File: src/rtl/memoria_seq_aste_pkg.sv
// Shared definitions for the pattern RAM playback engine: state encoding and LFSR constants.
// Optional LFSR fill (MEM_LFSR_FILL_EN) reuses lfsr_step from here.
package memoria_pkg;

  localparam logic [2:0] ST_IDLE  = 3'd0;
  localparam logic [2:0] ST_FETCH = 3'd1;
  localparam logic [2:0] ST_OUT   = 3'd2;
  localparam logic [2:0] ST_DONE  = 3'd3;
  localparam logic [2:0] ST_FILL  = 3'd4;

  localparam logic [15:0] LFSR_TAPS         = 16'hB400;
  localparam logic [15:0] LFSR_DEFAULT_SEED = 16'hACE1;

  // Galois form of x^16+x^14+x^13+x^11+1: shift right, fold taps in when bit 0 falls out.
  function automatic logic [15:0] lfsr_step(input logic [15:0] v);
    return v[0] ? ((v >> 1) ^ LFSR_TAPS) : (v >> 1);
  endfunction

endpackage

File: src/rtl/memoria_seq_aste_lfsr16.sv
// 16-bit Galois LFSR with seed load and step enable; only built with MEM_LFSR_FILL_EN.
// A zero seed is replaced by LFSR_DEFAULT_SEED so the register never locks up.
`ifdef MEM_LFSR_FILL_EN
module lfsr16
  import memoria_pkg::*;
(
  input  logic        clk,
  input  logic        reset_n,
  input  logic        load,
  input  logic [15:0] seed,
  input  logic        step,
  output logic [15:0] value
);

  logic [15:0] r_lfsr;

  always_ff @(posedge clk or negedge reset_n) begin
    if (!reset_n) begin
      r_lfsr <= LFSR_DEFAULT_SEED;
    end else if (load) begin
      r_lfsr <= (seed == 16'h0000) ? LFSR_DEFAULT_SEED : seed;
    end else if (step) begin
      r_lfsr <= lfsr_step(r_lfsr);
    end
  end

  assign value = r_lfsr;

endmodule
`endif

File: src/rtl/memoria_seq_aste.sv
// Single-port pattern RAM with registered-address read and a valid/ready playback engine.
// Define MEM_LFSR_FILL_EN to add the fill_start/fill_seed ports and the LFSR fill state.
module memoria_seq_aste
  import memoria_pkg::*;
#(
  parameter int    DATA_W    = 2,
  parameter int    DEPTH     = 16,
  parameter int    ADDR_W    = $clog2(DEPTH),
  parameter string INIT_FILE = ""
) (
  input  logic              clk,
  input  logic              reset_n,
  input  logic              we,
  input  logic [ADDR_W-1:0] addr,
  input  logic [DATA_W-1:0] data,
  output logic [DATA_W-1:0] q,
  input  logic              play_start,
  input  logic [ADDR_W:0]   play_len,
  output logic              play_valid,
  input  logic              play_ready,
  output logic [DATA_W-1:0] play_data,
  output logic [ADDR_W-1:0] play_addr,
  output logic              busy,
  output logic              done
`ifdef MEM_LFSR_FILL_EN
  ,
  input  logic              fill_start,
  input  logic [15:0]       fill_seed
`endif
);

  localparam logic [ADDR_W:0] DEPTH_C = (ADDR_W+1)'(DEPTH);
  localparam logic [ADDR_W:0] PTR_ONE = (ADDR_W+1)'(1);

  logic [DATA_W-1:0] r_mem [DEPTH];
  logic [ADDR_W-1:0] r_addr_reg;
  logic [2:0]        r_state;
  logic [2:0]        w_state_next;
  logic [ADDR_W:0]   r_ptr;
  logic [ADDR_W:0]   r_len_c;
  logic [DATA_W-1:0] r_play_data;
  logic [ADDR_W-1:0] r_play_addr;

  logic [ADDR_W:0]   w_len_clamped;
  logic              w_last;
  logic              w_mem_we;
  logic [ADDR_W-1:0] w_mem_waddr;
  logic [DATA_W-1:0] w_mem_wdata;

  // Power-on image only; reset never touches the array.
  initial begin
    for (int i = 0; i < DEPTH; i++) r_mem[i] = '0;
  end

  assign w_len_clamped = (play_len > DEPTH_C) ? DEPTH_C : play_len;
  assign w_last        = (r_ptr == (r_len_c - PTR_ONE));

`ifdef MEM_LFSR_FILL_EN
  logic [15:0] w_lfsr;
  logic        w_fill_go;
  logic        w_fill_last;

  assign w_fill_go   = (r_state == ST_IDLE) && fill_start && !play_start;
  assign w_fill_last = (r_ptr == (DEPTH_C - PTR_ONE));

  lfsr16 u_lfsr (
    .clk     (clk),
    .reset_n (reset_n),
    .load    (w_fill_go),
    .seed    (fill_seed),
    .step    (r_state == ST_FILL),
    .value   (w_lfsr)
  );
`endif

  always_comb begin
    w_state_next = r_state;
    case (r_state)
      ST_IDLE: begin
        if (play_start) begin
          w_state_next = (play_len == '0) ? ST_DONE : ST_FETCH;
        end
`ifdef MEM_LFSR_FILL_EN
        else if (fill_start) begin
          w_state_next = ST_FILL;
        end
`endif
      end
      ST_FETCH: w_state_next = ST_OUT;
      ST_OUT: begin
        if (play_ready) w_state_next = w_last ? ST_DONE : ST_FETCH;
      end
      ST_DONE: w_state_next = ST_IDLE;
`ifdef MEM_LFSR_FILL_EN
      ST_FILL: begin
        if (w_fill_last) w_state_next = ST_DONE;
      end
`endif
      default: w_state_next = ST_IDLE;
    endcase
  end

  // The engine owns the write port whenever it is not idle.
  always_comb begin
    w_mem_we    = we && (r_state == ST_IDLE);
    w_mem_waddr = addr;
    w_mem_wdata = data;
`ifdef MEM_LFSR_FILL_EN
    if (r_state == ST_FILL) begin
      w_mem_we    = 1'b1;
      w_mem_waddr = r_ptr[ADDR_W-1:0];
      w_mem_wdata = w_lfsr[DATA_W-1:0];
    end
`endif
  end

  always_ff @(posedge clk) begin
    if (w_mem_we) r_mem[w_mem_waddr] <= w_mem_wdata;
  end

  always_ff @(posedge clk or negedge reset_n) begin
    if (!reset_n) begin
      r_state     <= ST_IDLE;
      r_addr_reg  <= '0;
      r_ptr       <= '0;
      r_len_c     <= '0;
      r_play_data <= '0;
      r_play_addr <= '0;
    end else begin
      r_state    <= w_state_next;
      r_addr_reg <= addr;
      case (r_state)
        ST_IDLE: begin
          if (play_start) begin
            r_ptr   <= '0;
            r_len_c <= w_len_clamped;
          end
`ifdef MEM_LFSR_FILL_EN
          else if (fill_start) begin
            r_ptr <= '0;
          end
`endif
        end
        ST_FETCH: begin
          r_play_data <= r_mem[r_ptr[ADDR_W-1:0]];
          r_play_addr <= r_ptr[ADDR_W-1:0];
        end
        ST_OUT: begin
          if (play_ready) r_ptr <= r_ptr + PTR_ONE;
        end
`ifdef MEM_LFSR_FILL_EN
        ST_FILL: r_ptr <= r_ptr + PTR_ONE;
`endif
        default: ;
      endcase
    end
  end

  assign q          = r_mem[r_addr_reg];
  assign play_valid = (r_state == ST_OUT);
  assign play_data  = r_play_data;
  assign play_addr  = r_play_addr;
  assign busy       = (r_state != ST_IDLE);
  assign done       = (r_state == ST_DONE);

endmodule

File: config.mk
export PLATFORM = sky130hd
export DESIGN_NAME = memoria_seq_aste
export DESIGN_NICKNAME = d
export VERILOG_FILES = /design/src/rtl/memoria_seq_aste_pkg.sv /design/src/rtl/memoria_seq_aste_lfsr16.sv /design/src/rtl/memoria_seq_aste.sv
export SDC_FILE = /design/constraint.sdc
export NUM_CORES = 1
export LEC_CHECK = 0
export BUFFER_PORTS_ARGS = -buffer_cell sky130_fd_sc_hd__clkbuf_2
export CORE_ASPECT_RATIO = 1.25
export CORE_MARGIN = 2
export CORE_UTILIZATION = 58
export CTS_CLUSTER_DIAMETER = 120
export CTS_CLUSTER_SIZE = 40
export DETAILED_ROUTE_END_ITERATION = 10
export PLACE_DENSITY = 0.86
export SETUP_SLACK_MARGIN = 0.4
export SLEW_MARGIN = 10
export SYNTH_ARGS = -nofsm -noshare
export SYNTH_HDL_FRONTEND = slang
export SYNTH_SLANG_ARGS = --single-unit
File: constraint.sdc
create_clock -name clk -period 1.95 [get_ports clk]
set_input_delay 0.2925 -clock clk [delete_from_list [all_inputs] [get_ports clk]]
set_output_delay 0.2925 -clock clk [all_outputs]
set_load 0.005 [all_outputs]
### After elaboration in Yosys (flattened, before gate mapping)

Memories as Yosys holds them, arrays and structs flattened. A register that Yosys moved wholly into a read port is not among the register bits.
Cells that the tools add are included.

| word-level totals | value |
|---|---|
| bits in registers | 21 |
| bits in writable memories | 32 |
| input bits | 16 |
| output and inout port bits | 11 |
| word-level logic and storage cells | 35 |
| memories kept | 1 |

| cells by class | value |
|---|---|
| add/subtract/negate cells | 2 |
| order comparisons | 1 |
| equal/unequal tests | 6 |
| mux-type cells | 11 |
| reductions and logical operators | 9 |

Memories:

| name | words | width | read ports | clocked after memory_dff | wr ports | RTL line | text |
|---|---|---|---|---|---|---|---|
| r_mem | 16 | 2 | 2 | 1 | 1 | memoria_seq_aste.sv:35 | `logic [DATA_W-1:0] r_mem [DEPTH];` |

Operator list:

| kind | count |
|---|---|
| two-way mux 5 bit | 3 |
| case mux 5 bit (2 select lines) | 1 |
| case mux 3 bit (3 select lines) | 1 |
| equality test 3 x 2 -> 1 bit (second input constant) | 2 |
| two-way mux 3 bit | 2 |
| adder 5 x 1 -> 5 bit (second input constant) | 1 |
| equality test 5 bit | 1 |
| > comparator 5 bit (second input constant) | 1 |
| zero test 5 bit | 1 |
| subtractor 5 x 1 -> 5 bit (second input constant) | 1 |
| two-way mux 2 bit | 2 |
| AND reduction 2 bit | 2 |
| equality test 3 x 1 -> 1 bit (second input constant) | 1 |
| zero test 3 bit | 1 |
| AND reduction 3 bit | 1 |
| nonzero test 3 bit | 1 |
| two-way mux 1 bit | 2 |
| != test 2 x 1 -> 1 bit (second input constant) | 1 |
| != test 2 bit (second input constant) | 1 |
| nonzero test 2 bit | 1 |
| logical AND 1 bit | 1 |
| zero test 1 bit | 1 |

### Longest topological paths before layout

| logic depth | value |
|---|---|
| depth after elaboration | 5 |
| depth in mapped cells | 6 |
| depth with buffers taken out | 6 |

### Least setup slack after synthesis

No wires, ideal clock.

| timing path | value |
|---|---|
| path type | reg2out |
| start | register r_addr_reg[0] |
| end | output port q[0] |
| data arrival time | 1.470 ns |
| data required time | 1.657 ns |
| slack | 0.188 ns |
| cell stages (with the launch flop) | 4 |
| path buffers | 1 |
| cell sequence | dfrtp_1 -> buf_6 -> mux4_1 -> mux4_2 |

| on the way | value |
|---|---|
| longest elaborated chain between the ends | 1 |

RTL lines:

| what | RTL line | text |
|---|---|---|
| start: declaration | memoria_seq_aste.sv:36 | `logic [ADDR_W-1:0] r_addr_reg;` |
| start signal: assignment | memoria_seq_aste.sv:131 | `r_addr_reg <= addr;` |
| memory read (16 x 2 bit) | -- |  |
| end: declaration | memoria_seq_aste.sv:16 | `output logic [DATA_W-1:0] q,` |

No other way between the ends.

### Worst setup path after layout

Same ends and word-level chain as after synthesis.

==> run metrics <==
status finished, violations left; failing checks negative setup slack; clock tree sinks 54; DIE HEIGHT roughly 80 µm; first-pass GRT wire length between 8000 and 9000 µm; mux cell area share after synthesis 0.1586; DP Worst Slack 0.04158 ns; Comb pwr share 0.381; WL/cell between 15 and 20 µm; Clock Power Share 0.182; Hold Slack roughly 0.15 ns; Reg-to-Reg End play_data[0]; htree depth 2; Adder-Cell Fraction of Synth Area 0.009438; crit path from r_addr_reg[0]; post-synthesis cell count 200; DRC 0; Post-DP HPWL between 3000 and 4000 µm; vias in the first global route 1763; GR Overflow Total 0; drt first pass iters 4; largest net degree at the start of global routing 23; r2r startpoint r_ptr[0]; family with the most delay on the worst path multiplexers; CTS max path bufs 2; area of placed instances 2865 µm²; fin crit share 1.149; CP required approximately 1.7 ns; 1st-iter DRT viols around 150; CP arrival between 1.5 and 2 ns; CTS tree built; Buf/Inv on CP 2; pwr dens approximately 1100 nW/µm²; Achievable Freq between 400 and 500 MHz; Max-slew headroom 0.5967; hold wc startpoint addr[1]; Net Sw Frac 0.3342; switching power ~1.2 mW; post-route core utilization 0.7188; Syn. warnings 0; slew of the pin with the lowest slew margin just under 0.6 ns; max FFs per register 32; n_diodes 0; share of layout cells above drive strength 1 0.3667; Row Count 27; Synth Area in Simple Gates 0.1487; worst skew pair latency about 0.31 ns; Pleak about 1.2 nW; RSZ-0062 raised after global routing true; post-synth net total roughly 220; Largest regs r_mem (32), r_len_c (5), r_ptr (5); worst reg-to-reg path cell count 4; Slowest-stage cell, CP mux4_2; async set-or-reset flop fraction in the synthesized netlist 0.4074; syn avg cell area between 10 and 15 µm²; GRT Util Overall 0.2315; post-route insts no fill between 200 and 300; CP max FO 8; Hold Vio Cnt, Final 0; Worst Setup Start Kind register; crit path time final around 2.2 ns; Setup crit end kind output port; Max stage delay on crit path ~0.50 ns; port buffer count 26; clk slew on worst S/H paths about 0.09 ns; crit-path cells buf_12, mux4_2, mux4_2, clkbuf_2; WHS Endpoint r_addr_reg[1]; R2R setup slack roughly 0.30 ns; die width 64.47 µm; CORE AREA 4392 µm²; Mapped Area about 2700 µm²; GP Congestion 0.8529; Top FF cell, synth edfxtp_1; post-synthesis xor/xnor area fraction 0.03634; Root Driver clkbuf_8; # fillers ~270; most frequent cells in the layout 32 x edfxtp_1, 25 x nand2_1, 25 x clkbuf_2; Crit path top cell by count mux4_2; combinational family with the most area after synthesis multiplexers; vias roughly 1800; Starting Density 0.6037; Post-synth EDFFs 32; Top Ports 27; Seq pwr share 0.437; Finished Cell Area about 3200 µm²; Yosys cell types 39; WHS Path Cells 1; drt via density around 6.0; overall power about 3.6 mW; Reg with most FFs r_mem; area of the die about 5100 µm²; clock skew approximately 0.0091 ns; critical path class reg -> out; hold crit path type in -> reg; setup TNS -0.5801 ns; WL final around 5400 µm; max-cap violations 0; final setup vio count 2; CTS buffer count 5; Final #Nets ~260; Inst Count DP between 200 and 300; Internal Power roughly 2.4 mW; Area Growth Syn to Fin 19.07%; antenna-violating nets left 0; commonest non-fill, non-tap cell in the layout edfxtp_1; register bit count reported by yosys 54; register area share after synthesis 0.5701; setup ws final -0.2908 ns; Max Slew Vio Count 0; post-synthesis compound-gate area fraction 0.04389; Max VDD drop 0.6092 mV; initial antenna violation count 0
[kinds of logic after synthesis]
logic type                 count (synthesis)
buffers and inverters                     15
xor gates and xnor gates                  11
adders and majority gates                  2
DFF                                       54
and+or+nand+nor                           79
muxes                                     22
AOI/OAI and AO/OA                         17
[per-layer routing]
metal  global-route usage  part of all wire
met5                    0                 0
met4              0.08511             0.011
met3              0.03949             0.046
met2               0.4135              0.55
met1               0.2815              0.40
[cell usage after synthesis, types with 4 or more instances]
library cell	count	share of area
buf_2	4	0.0076
dfrtp_1	22	0.21
edfxtp_1	32	0.36
inv_1	4	0.0057
mux2i_1	6	0.023
mux4_2	12	0.10
nand2_1	25	0.035
nand2b_1	5	0.012
nand3_1	4	0.0076
nor2_1	19	0.027
nor3_1	6	0.011
o21ai_0	9	0.017
xnor2_1	9	0.030
[power groups by stage]
stage	Combinational [mW]	Clock, mW	Sequential, mW
after floorplan	0.878	0	1.48
after detailed placement	1.09	0	1.58
after CTS	1.23	0.668	1.56
after global placement	1.06	0	1.58
final	1.36	0.653	1.57
after global routing	1.47	0.707	1.59
[worst max-delay path by stage]
stage | slack (ns) | to | depth (start not counted)
3_5_place_dp | 0.04 | q[0] | 4
3_3_place_gp | 0.07 | q[0] | 4
5_1_grt | -0.36 | q[0] | 4
4_1_cts | -0.31 | q[0] | 4
6_report | -0.29 | q[0] | 4
2_1_floorplan | 0.23 | q[0] | 3
[cell type report]
cell class | count | area [µm²] | area share
sequential | 54 | 1516 | 0.4804
clock inverter | 3 | 28.78 | 0.009116
clock buffer | 5 | 68.82 | 0.02180
multi-input combinational | 131 | 1159 | 0.3670
inverter | 4 | 17.52 | 0.005549
tap | 58 | 72.57 | 0.02299
timing repair buffer | 43 | 294.0 | 0.09314
[what timing repair did]
item | 4_1_cts | 5_1_grt
gates resized for setup | 16 | 13
gates cloned | 0 | 0
endpoints found under the hold margin | 22 | 0
setup endpoints to repair | 26 | 18
hold buffers | 1 | 0
setup buffers | 5 | 4
pin swaps | 3 | 6
(Power assumes the default switching activity.)
